`src/rtl/brick_hit_detector.sv`:
```
// ---------------------------------------------------------------------------
// brick_hit_detector
//
// Once per frame, walks the brick grid one brick per clock. Each brick that is
// still alive is tested against the ball's bounding box. The first overlap,
// meaning the lowest index, is reported to the brick-state block. The ball
// block is also told which axis to reflect on.
//
// Ports:
//   Clk          in   system clock (the only clock)
//   Reset        in   synchronous, active-high reset
//   frame_clk    in   frame strobe, sampled as data; its rising edge starts a scan
//   BallX/BallY  in   ball centre (10 bits)
//   BallS        in   ball half-size (10 bits)
//   Alive        in   brick alive bitmap, bit index = row*COLS + col
//   BreakX       out  row index of the last hit
//   BreakY       out  column index of the last hit
//   Brick_Broke  out  one-clock pulse marking a hit
//   Bounce_X/Y   out  reflection axis of the last hit, held until the next hit
//   Busy         out  high while a scan is in progress
//   Hit_Count    out  total hits since reset, saturating at 16'hFFFF
// ---------------------------------------------------------------------------
module brick_hit_detector #(
  parameter int ROWS     = 4,
  parameter int COLS     = 8,
  parameter int ORIGIN_X = 32,
  parameter int ORIGIN_Y = 40,
  parameter int BRICK_W  = 64,
  parameter int BRICK_H  = 20,
  parameter int GAP      = 8
) (
  input  logic                 Clk,
  input  logic                 Reset,
  input  logic                 frame_clk,
  input  logic [9:0]           BallX,
  input  logic [9:0]           BallY,
  input  logic [9:0]           BallS,
  input  logic [ROWS*COLS-1:0] Alive,
  output logic [31:0]          BreakX,
  output logic [31:0]          BreakY,
  output logic                 Brick_Broke,
  output logic                 Bounce_X,
  output logic                 Bounce_Y,
  output logic                 Busy,
  output logic [15:0]          Hit_Count
);

  localparam int NUM   = ROWS * COLS;
  localparam int IDX_W = (NUM > 1) ? $clog2(NUM) : 1;
  localparam int ROW_W = (ROWS > 1) ? $clog2(ROWS) : 1;
  localparam int COL_W = (COLS > 1) ? $clog2(COLS) : 1;
  localparam logic [IDX_W-1:0] LAST_IDX = IDX_W'(NUM - 1);
  localparam logic [COL_W-1:0] LAST_COL = COL_W'(COLS - 1);

  typedef enum logic [1:0] {IDLE, SCAN, REPORT} state_t;

  state_t           state_q, state_d;
  logic             frame_q, frame_d;
  logic [IDX_W-1:0] idx_q, idx_d;
  logic [ROW_W-1:0] row_q, row_d;
  logic [COL_W-1:0] col_q, col_d;
  logic [9:0]       ball_x_q, ball_x_d;
  logic [9:0]       ball_y_q, ball_y_d;
  logic [9:0]       ball_s_q, ball_s_d;
  logic [31:0]      break_x_q, break_x_d;
  logic [31:0]      break_y_q, break_y_d;
  logic             brick_broke_q, brick_broke_d;
  logic             bounce_x_q, bounce_x_d;
  logic             bounce_y_q, bounce_y_d;
  logic             busy_q, busy_d;
  logic [15:0]      hit_count_q, hit_count_d;

  logic [10:0] brick_l, brick_r, brick_t, brick_b;
  logic [10:0] ball_l, ball_r, ball_t, ball_b, ball_cx;
  logic        overlap, x_in_span;

  // Geometry of the brick under test and the latched ball box. Everything is
  // widened to 11 bits so that centre + half-size can never wrap. The left
  // and top edges clamp at zero when the half-size exceeds the centre.
  // Row/col are kept as separate counters so no divider is needed.
  always_comb begin
    brick_l = 11'(ORIGIN_X) + 11'(col_q) * 11'(BRICK_W + GAP);
    brick_r = brick_l + 11'(BRICK_W - 1);
    brick_t = 11'(ORIGIN_Y) + 11'(row_q) * 11'(BRICK_H + GAP);
    brick_b = brick_t + 11'(BRICK_H - 1);

    ball_cx = {1'b0, ball_x_q};
    ball_l  = (ball_x_q >= ball_s_q) ? ({1'b0, ball_x_q} - {1'b0, ball_s_q}) : 11'd0;
    ball_r  = {1'b0, ball_x_q} + {1'b0, ball_s_q};
    ball_t  = (ball_y_q >= ball_s_q) ? ({1'b0, ball_y_q} - {1'b0, ball_s_q}) : 11'd0;
    ball_b  = {1'b0, ball_y_q} + {1'b0, ball_s_q};

    overlap   = (ball_l <= brick_r) && (ball_r >= brick_l) &&
                (ball_t <= brick_b) && (ball_b >= brick_t);
    x_in_span = (ball_cx >= brick_l) && (ball_cx <= brick_r);
  end

  // Next-state logic for the scanner. Only IDLE reacts to a frame edge, so an
  // edge arriving during SCAN or REPORT is simply lost. A hit records the
  // result and pulses Brick_Broke from the SCAN cycle. REPORT then spends one
  // cycle so that Busy covers the pulse.
  always_comb begin
    state_d       = state_q;
    frame_d       = frame_clk;
    idx_d         = idx_q;
    row_d         = row_q;
    col_d         = col_q;
    ball_x_d      = ball_x_q;
    ball_y_d      = ball_y_q;
    ball_s_d      = ball_s_q;
    break_x_d     = break_x_q;
    break_y_d     = break_y_q;
    brick_broke_d = 1'b0;
    bounce_x_d    = bounce_x_q;
    bounce_y_d    = bounce_y_q;
    hit_count_d   = hit_count_q;

    case (state_q)
      IDLE: begin
        if (frame_clk && !frame_q) begin
          ball_x_d = BallX;
          ball_y_d = BallY;
          ball_s_d = BallS;
          idx_d    = '0;
          row_d    = '0;
          col_d    = '0;
          state_d  = SCAN;
        end
      end
      SCAN: begin
        if (Alive[idx_q] && overlap) begin
          break_x_d     = 32'(row_q);
          break_y_d     = 32'(col_q);
          bounce_y_d    = x_in_span;
          bounce_x_d    = !x_in_span;
          brick_broke_d = 1'b1;
          if (hit_count_q != 16'hFFFF) hit_count_d = hit_count_q + 16'd1;
          state_d       = REPORT;
        end else if (idx_q == LAST_IDX) begin
          state_d = IDLE;
        end else begin
          idx_d = idx_q + IDX_W'(1);
          if (col_q == LAST_COL) begin
            col_d = '0;
            row_d = row_q + ROW_W'(1);
          end else begin
            col_d = col_q + COL_W'(1);
          end
        end
      end
      REPORT: state_d = IDLE;
      default: state_d = IDLE;
    endcase

    busy_d = (state_d != IDLE);
  end

  // All state, including every output, lives in this one register bank. Reset
  // is synchronous, so asserting it mid-scan or during REPORT lands everything
  // back in IDLE on the next edge. Any pending pulse is dropped.
  always_ff @(posedge Clk) begin
    if (Reset) begin
      state_q       <= IDLE;
      frame_q       <= 1'b0;
      idx_q         <= '0;
      row_q         <= '0;
      col_q         <= '0;
      ball_x_q      <= '0;
      ball_y_q      <= '0;
      ball_s_q      <= '0;
      break_x_q     <= '0;
      break_y_q     <= '0;
      brick_broke_q <= 1'b0;
      bounce_x_q    <= 1'b0;
      bounce_y_q    <= 1'b0;
      busy_q        <= 1'b0;
      hit_count_q   <= '0;
    end else begin
      state_q       <= state_d;
      frame_q       <= frame_d;
      idx_q         <= idx_d;
      row_q         <= row_d;
      col_q         <= col_d;
      ball_x_q      <= ball_x_d;
      ball_y_q      <= ball_y_d;
      ball_s_q      <= ball_s_d;
      break_x_q     <= break_x_d;
      break_y_q     <= break_y_d;
      brick_broke_q <= brick_broke_d;
      bounce_x_q    <= bounce_x_d;
      bounce_y_q    <= bounce_y_d;
      busy_q        <= busy_d;
      hit_count_q   <= hit_count_d;
    end
  end

  assign BreakX      = break_x_q;
  assign BreakY      = break_y_q;
  assign Brick_Broke = brick_broke_q;
  assign Bounce_X    = bounce_x_q;
  assign Bounce_Y    = bounce_y_q;
  assign Busy        = busy_q;
  assign Hit_Count   = hit_count_q;

endmodule

```
`config.mk`:
```
export PLATFORM = sky130hd
export DESIGN_NAME = brick_hit_detector
export DESIGN_NICKNAME = d
export VERILOG_FILES = /design/src/rtl/brick_hit_detector.sv
export SDC_FILE = /design/constraint.sdc
export NUM_CORES = 1
export LEC_CHECK = 0
export BUFFER_PORTS_ARGS = -buffer_cell sky130_fd_sc_hd__buf_2
export CAP_MARGIN = 10
export CORE_ASPECT_RATIO = 1.5
export CORE_UTILIZATION = 51
export CTS_CLUSTER_SIZE = 12
export DETAILED_ROUTE_END_ITERATION = 8
export GPL_TIMING_DRIVEN = 1
export MAX_ROUTING_LAYER = met4
export PLACE_DENSITY = 0.79
export SLEW_MARGIN = 20
export SYNTH_ARGS = -nofsm -noshare
export SYNTH_HDL_FRONTEND = slang
export SYNTH_SLANG_ARGS = --single-unit
```
`constraint.sdc`:
```
create_clock -name Clk -period 4.6 [get_ports Clk]
set_input_delay 0.46 -clock Clk [delete_from_list [all_inputs] [get_ports Clk]]
set_output_delay 0.46 -clock Clk [all_outputs]
set_load 0.05 [all_outputs]
```
Word level (Yosys, flattened, before mapping)
Index checks and enable logic that the tools add are counted.
- add/subtract/negate cells: 12
- multipliers: 2
- $lt $le $gt $ge: 9
- equal/unequal tests: 8
- mux-type cells: 23
- bitwise operators: 1
- reductions and logical operators: 17
- operator list (cell ; number):
    $add 10x10->11 ; 2
    $mux 11 ; 2
    $sub 10x10->11 ; 2
    $ge 10x10->1 ; 2
    $add 16x1->16 const B ; 1
    $ne 16x16->1 const B ; 1
    $mux 5 ; 3
    $mux 2 ; 7
    $mux 3 ; 4
    $add 11x6->11 const B ; 1
    $add 6x10->11 const A ; 1
    $ge 10x11->1 ; 1
    $ge 11x11->1 ; 1
    $ge 11x8->1 ; 1
    $le 10x11->1 ; 1
    $le 11x11->1 ; 1
    $le 11x9->1 ; 1
    $pmux 5 s2 ; 1
    $add 8x5->9 const B ; 1
    $add 6x7->8 const A ; 1
    $ne 2x2->1 const B ; 4
    $pmux 2 s2 ; 2
    $mul 3x4->7 const B ; 1
    $logic_and 1x1->1 ; 6
    other kinds (20) ; 24
- bits in registers: 68
- input port bits: 65
- output and inout bits: 84
- logic and storage cells: 87

Depth between registers and ports, before layout
- depth in word-level cells: 11
- depth in mapped cells: 23
- gate-level depth less buffers: 21

Worst setup path before layout
OpenSTA, ideal clock, no wires.
- kind: register to register
- start point: register ball_s_q[0]
- end point: register hit_count_q[11], in the netlist Hit_Count[11]
- setup time: 0.121 ns
- data arrival time: 4.534 ns
- required time: 4.479 ns
- setup slack: -0.055 ns
- stages on the path, launching flop included: 22
- clock period less this slack: 4.655 ns
- path through: dfxtp_1 ha_1 inv_1 fa_1 a21o_1 a21oi_1 o21bai_1 a21oi_1 o21bai_1 a21oi_1 xnor2_1 nor2_1 ha_1 nand4_1 or4_1 a21oi_1 o22ai_1 nor4_4 nand2_2 buf_4 nor3_1 mux2_2
- word-level cells in the longest chain between the ends: 8
- elaborated cells on any way between the ends: 17
- those cells by class: 4 x add/sub; 6 x order compare; 2 x mux; 5 x reduce/logical
- ends and longest elaborated chain (item ; RTL line ; RTL):
    start, declared ; 64 ; logic [9:0] ball_s_q, ball_s_d;
    start signal, assigned ; 186 ; ball_s_q <= ball_s_d;
    $sub 10x10->11 or $ge 10x10->1 (tied branches) ; 88 ; ball_l = (ball_x_q >= ball_s_q) ? ({1'b0, ball_x_q} - {1'b0, ball_s_q}) : 11'd0;
    $mux 11 ; 88 ;
    $le 11x11->1 ; 93 ; overlap = (ball_l <= brick_r) && (ball_r >= brick_l) &&
    $logic_and 1x1->1 (2 in a row) ; 93 ;
    $logic_and 1x1->1 * ; 94 ; (ball_t <= brick_b) && (ball_b >= brick_t);
    $logic_and 1x1->1 * ; 131 ; if (Alive[idx_q] && overlap) begin
    $reduce_and 3->1 (no line) * ; n/a ;
    end signal, assigned ; 193 ; hit_count_q <= hit_count_d;
    end, declared ; 71 ; logic [15:0] hit_count_q, hit_count_d;
Every way passes the cells marked *; elsewhere a longest branch is shown, timed or not.
A chain may end at the register's enable or synchronous reset.

Final worst setup path
- start point: register ball_x_q[1]
- end point: register hit_count_q[7], in the netlist Hit_Count[7]
- word-level cells in the longest chain between the ends: 8
- elaborated cells on any way between the ends: 11
- those cells by class: 2 x add/sub; 3 x order compare; 1 x mux; 5 x reduce/logical
- ends and longest elaborated chain (item ; RTL line ; RTL):
    start, declared ; 62 ; logic [9:0] ball_x_q, ball_x_d;
    start signal, assigned ; 184 ; ball_x_q <= ball_x_d;
    $sub 10x10->11 or $ge 10x10->1 (tied branches) ; 88 ;
    $mux 11 ; 88 ;
    $le 11x11->1 ; 93 ;
    $logic_and 1x1->1 * (2 in a row) ; 93 ;
    $logic_and 1x1->1 * ; 94 ;
    $logic_and 1x1->1 * ; 131 ;
    $reduce_and 3->1 (no line) * ; n/a ;
Marked as above.

==> run summary <==
Met2 WL post-DR = 10000 µm
Failing checks = negative setup slack
Share of layout cells above drive strength 1 = 26.7%
Metal-1 WL = 7110 µm
Initial antenna violation count = 0
Critical path startpoint category = register
Buf/Inv on CP = 3
Slew margin rel. = 6.24%
Max IR drop VDD = 0.274 mV
Grt total ovfl = 0
FFs w/ async S/R, synth = 0%
Status = finished with violations
XOR/XNOR Fraction of Synth Area = 4.34%
Critical path capture point type = register
Detailed placement HPWL = 13900 µm
DIE AREA = 0.0135 mm²
WP depth = 18
Comb pwr share = 45.6%
DP Cell Count = 1121
Die width = 95.4 µm
Leakage power = 0.00385 µW
Power per cell area = 317 mW/mm²
CP Max Fanout = 7
DRT antenna net count = 0
Synthesized area per cell = 7.90 µm²
Core Area = 0.0126 mm²
Yosys reg bits = 68
Initial Utilization = 52.8%
Clock Sinks = 68
Worst-path cell chain = buf_4 > ha_1 > nor2b_1 > o31a_1 > o21ai_0 > and2_0 > buf_4 > a211oi_1 > ha_1 > nand4b_1 > or4_1 > a21oi_2 > o22ai_2 > nor4_4 > nand2_4 > buf_12 > nor3_1 > mux2_2
Simple logic cell fraction of the synthesized area = 20.7%
NumNets Final = 1157
Die height = 142 µm
Pre-CTS setup slack = -0.322 ns
Total Routing Usage GR = 27.8%
CP Class = register to register
Setup violators final = 5
Clk pwr share = 29.7%
Critical Path RT = 4.83 ns
Fin Hold WS = 0.348 ns
P_sw = 1010 µW
RSZ-0062 raised after global routing = yes
Sw frac = 38.8%
TritonCTS clock tree = built
Vias in the first global route = 6225
Port bufs = 89
Skew-Pair Late Insertion Delay = 0.35 ns
H-tree levels = 3
CP max stage delay = 0.54 ns
Ys flop type = dfxtp_1
Slew @ Worst Pin = 1.40 ns
Synthesized cell area = 0.00667 mm²
Hold WC Path Type = primary input to register
Largest family of logic cells by synthesized area = simple AND/OR/NAND/NOR gates
Mux cell area share after synthesis = 5.69%
Area growth, synth to finish = 23.9%
Final Util = 65.3%
Top layer in use = met4
First-pass GRT wire length = 28800 µm
Slowest stage cell, crit path = or4_1
Hold Buf Count CTS = 0
Routed wire length = 19000 µm
Met3 wire len = 997 µm
Cell variety after synth = 70
Sequential share of power = 24.7%
Reg2reg path depth = 18
DRT Pass-1 Iters = 5
Pin count of the biggest net entering global routing = 62
Maxcap violations = 0
DRC errors left = 0
Tmin final = 4.63 ns
Routed vias = 6585
I/O Pins = 149
Power, Total = 2620 µW
Adder-cell share of the synthesized area = 19.4%
Clock slew at reported path FFs = 0.07 ns
Sequential share of the synthesized area = 20.4%
Cell internal pwr = 1600 µW
Initial DRC Count = 363
WL per Instance = 16.5 µm
F_max = 216 MHz
WP data arrival = 4.86 ns
Max Slew Vio Count = 0
Setup Skew = 0.0104 ns
DR vias/cell = 5.72
Min-Delay Path Depth = 3
Post-route setup slack = -0.0303 ns
Crit share post-route = 101%
Clock tree buffer depth = 2
Post-synth EDFFs = 0
Layout Cells excl Fill = 1152
CTS Root Cell = clkbuf_16
Final Hold Fails = 0
Final Wtd Congestion = 0.995
Mapped Cells = 844
CTS Buf Count = 9
Compound-Gate Fraction of Synth Area = 17.9%
Yosys warns = 0
Antenna fix cells = 0
Cell Rows = 50
Crit-path leading delay family = simple AND/OR/NAND/NOR gates
==> per-layer routing <==
metal,vias to the layer above,track usage (%)
met5,-,-
met4,0,13.7
met3,89,4.43
met2,268,50.2
met1,3096,28.4
li1,3132,-
==> kinds of logic after synthesis <==
kind of cell	Yosys count
adder cells (fa/ha/maj)	101
multiplexers	36
other	2
buffers and inverters	141
AO/OA/AOI/OAI	184
flip-flops	68
AND/OR/NAND/NOR	279
XOR/XNOR	33
==> sequential cells by signal (all words and copies together) (netlist names) <==
signal	cells
ball_y_q	10
Busy	1
Bounce_X	1
Hit_Count	16
col_q	3
BreakY	3
Bounce_Y	1
idx_q	5
ball_x_q	10
row_q	2
Brick_Broke	1
frame_q	1
state_q	2
ball_s_q	10
BreakX	2
==> Yosys cell counts, types with 3 or more instances <==
cell type  number  area share [%]
or4_1           3            0.34
a211o_1         3            0.39
o21ai_0        22             1.7
dfxtp_1        68              20
ha_1           97              18
nor2_1         76             4.3
nand3_1        23             1.7
o21a_1          5            0.56
nor3_1         11            0.83
and2_1          3            0.28
nor4b_1         4            0.53
fa_1            4             1.2
a22o_1          3            0.39
nand2b_1       15             1.4
nand4_1         9            0.84
nor3b_1         3            0.34
xor2_1          7            0.92
o31ai_1         7            0.79
buf_2           5            0.38
or3_1           3            0.28
nor4_1          6            0.56
o31a_1          4            0.53
o211ai_1        5            0.56
nand2_1        78             4.4
inv_1          44             2.5
nor2b_1        22             2.1
buf_4          61             6.9
nand3b_1        3            0.34
o21bai_1        8            0.90
and3_1          9            0.84
clkbuf_1       27             1.5
xnor2_1        26             3.4
a211oi_1       10             1.1
mux2_2         15             2.5
a21oi_1        77             5.8
a21o_1          7            0.79
mux2i_1        21             3.2
a22oi_1         8            0.90
==> final timing paths <==
| path | from | to | slack (ns) |
|---|---|---|---|
| max | ball_x_q[1] | Hit_Count[7] | -0.03 |
| min | BallY[7] | ball_y_q[7] | 0.35 |
| max reg2reg | ball_x_q[1] | Hit_Count[7] | -0.03 |
| min reg2reg | ball_y_q[3] | ball_y_q[3] | 0.49 |
==> through the flow <==
stage / instance area [µm²] / setup TNS (ns)
after CTS: 7940 / 0
final: 8260 / -0.0575
after global routing: 8260 / -3.95
after detailed placement: 7470 / -5.57
after global placement: 7470 / -5.78
after floorplan: 6880 / 0
==> power by group through the flow <==
| stage | Combinational, µW | Sequential, µW | Clock [µW] |
|---|---|---|---|
| CTS | 1110 | 645 | 771 |
| global route | 1290 | 650 | 798 |
| global placement | 1040 | 656 | 0 |
| detailed placement | 1050 | 657 | 0 |
| floorplan | 762 | 661 | 0 |
| finish | 1190 | 647 | 776 |
==> tightest hold or removal path: cells and delay by family <==
family	cells	cell delay, ns
AOI/OAI and AO/OA	1	0.05
and+or+nand+nor	1	0.04
buffers and inverters	1	0.10
==> area by class of cell <==
type | count | area, µm²
well taps | 156 | 195
clock inverters | 7 | 100
clock buffers | 9 | 225
fillers | 1039 | 4380
inverters | 46 | 173
repair buffers | 173 | 1140
multi-input cells | 693 | 5060
flip-flops and latches | 68 | 1370
==> timing repair <==
| action | in CTS | in global routing |
|---|---|---|
| resized for setup | 20 | 57 |
| setup endpoints to repair | 35 | 35 |
| cloned | 1 | 0 |
| pin swaps | 15 | 61 |
| setup buffers | 6 | 9 |
==> layout by cell type (no fill, tap or decap), drive strengths merged, types with 4 or more instances in the layout <==
cell type | netlist | routed
a22oi | 8 | 8
mux2i | 21 | 21
a21o | 7 | 7
nand2 | 79 | 79
conb | 2 | 60
nor2b | 22 | 22
nand4 | 9 | 9
mux2 | 15 | 15
clkinv | 1 | 5
or4 | 4 | 4
o31a | 4 | 4
a21oi | 77 | 77
inv | 45 | 46
nor2 | 76 | 76
nand2b | 15 | 15
nand3 | 23 | 23
a211oi | 10 | 10
o211ai | 5 | 5
clkbuf | 27 | 9
o21a | 5 | 5
xnor2 | 26 | 26
fa | 4 | 4
and2 | 4 | 4
buf | 68 | 173
xor2 | 7 | 7
nor4b | 4 | 4
o31ai | 8 | 8
and3 | 9 | 9
nor4 | 7 | 7
o21ai | 23 | 23
o21bai | 8 | 8
ha | 97 | 97
nor3 | 12 | 12
dfxtp | 68 | 68
No activity file was read; power rests on OpenSTA's default activity.
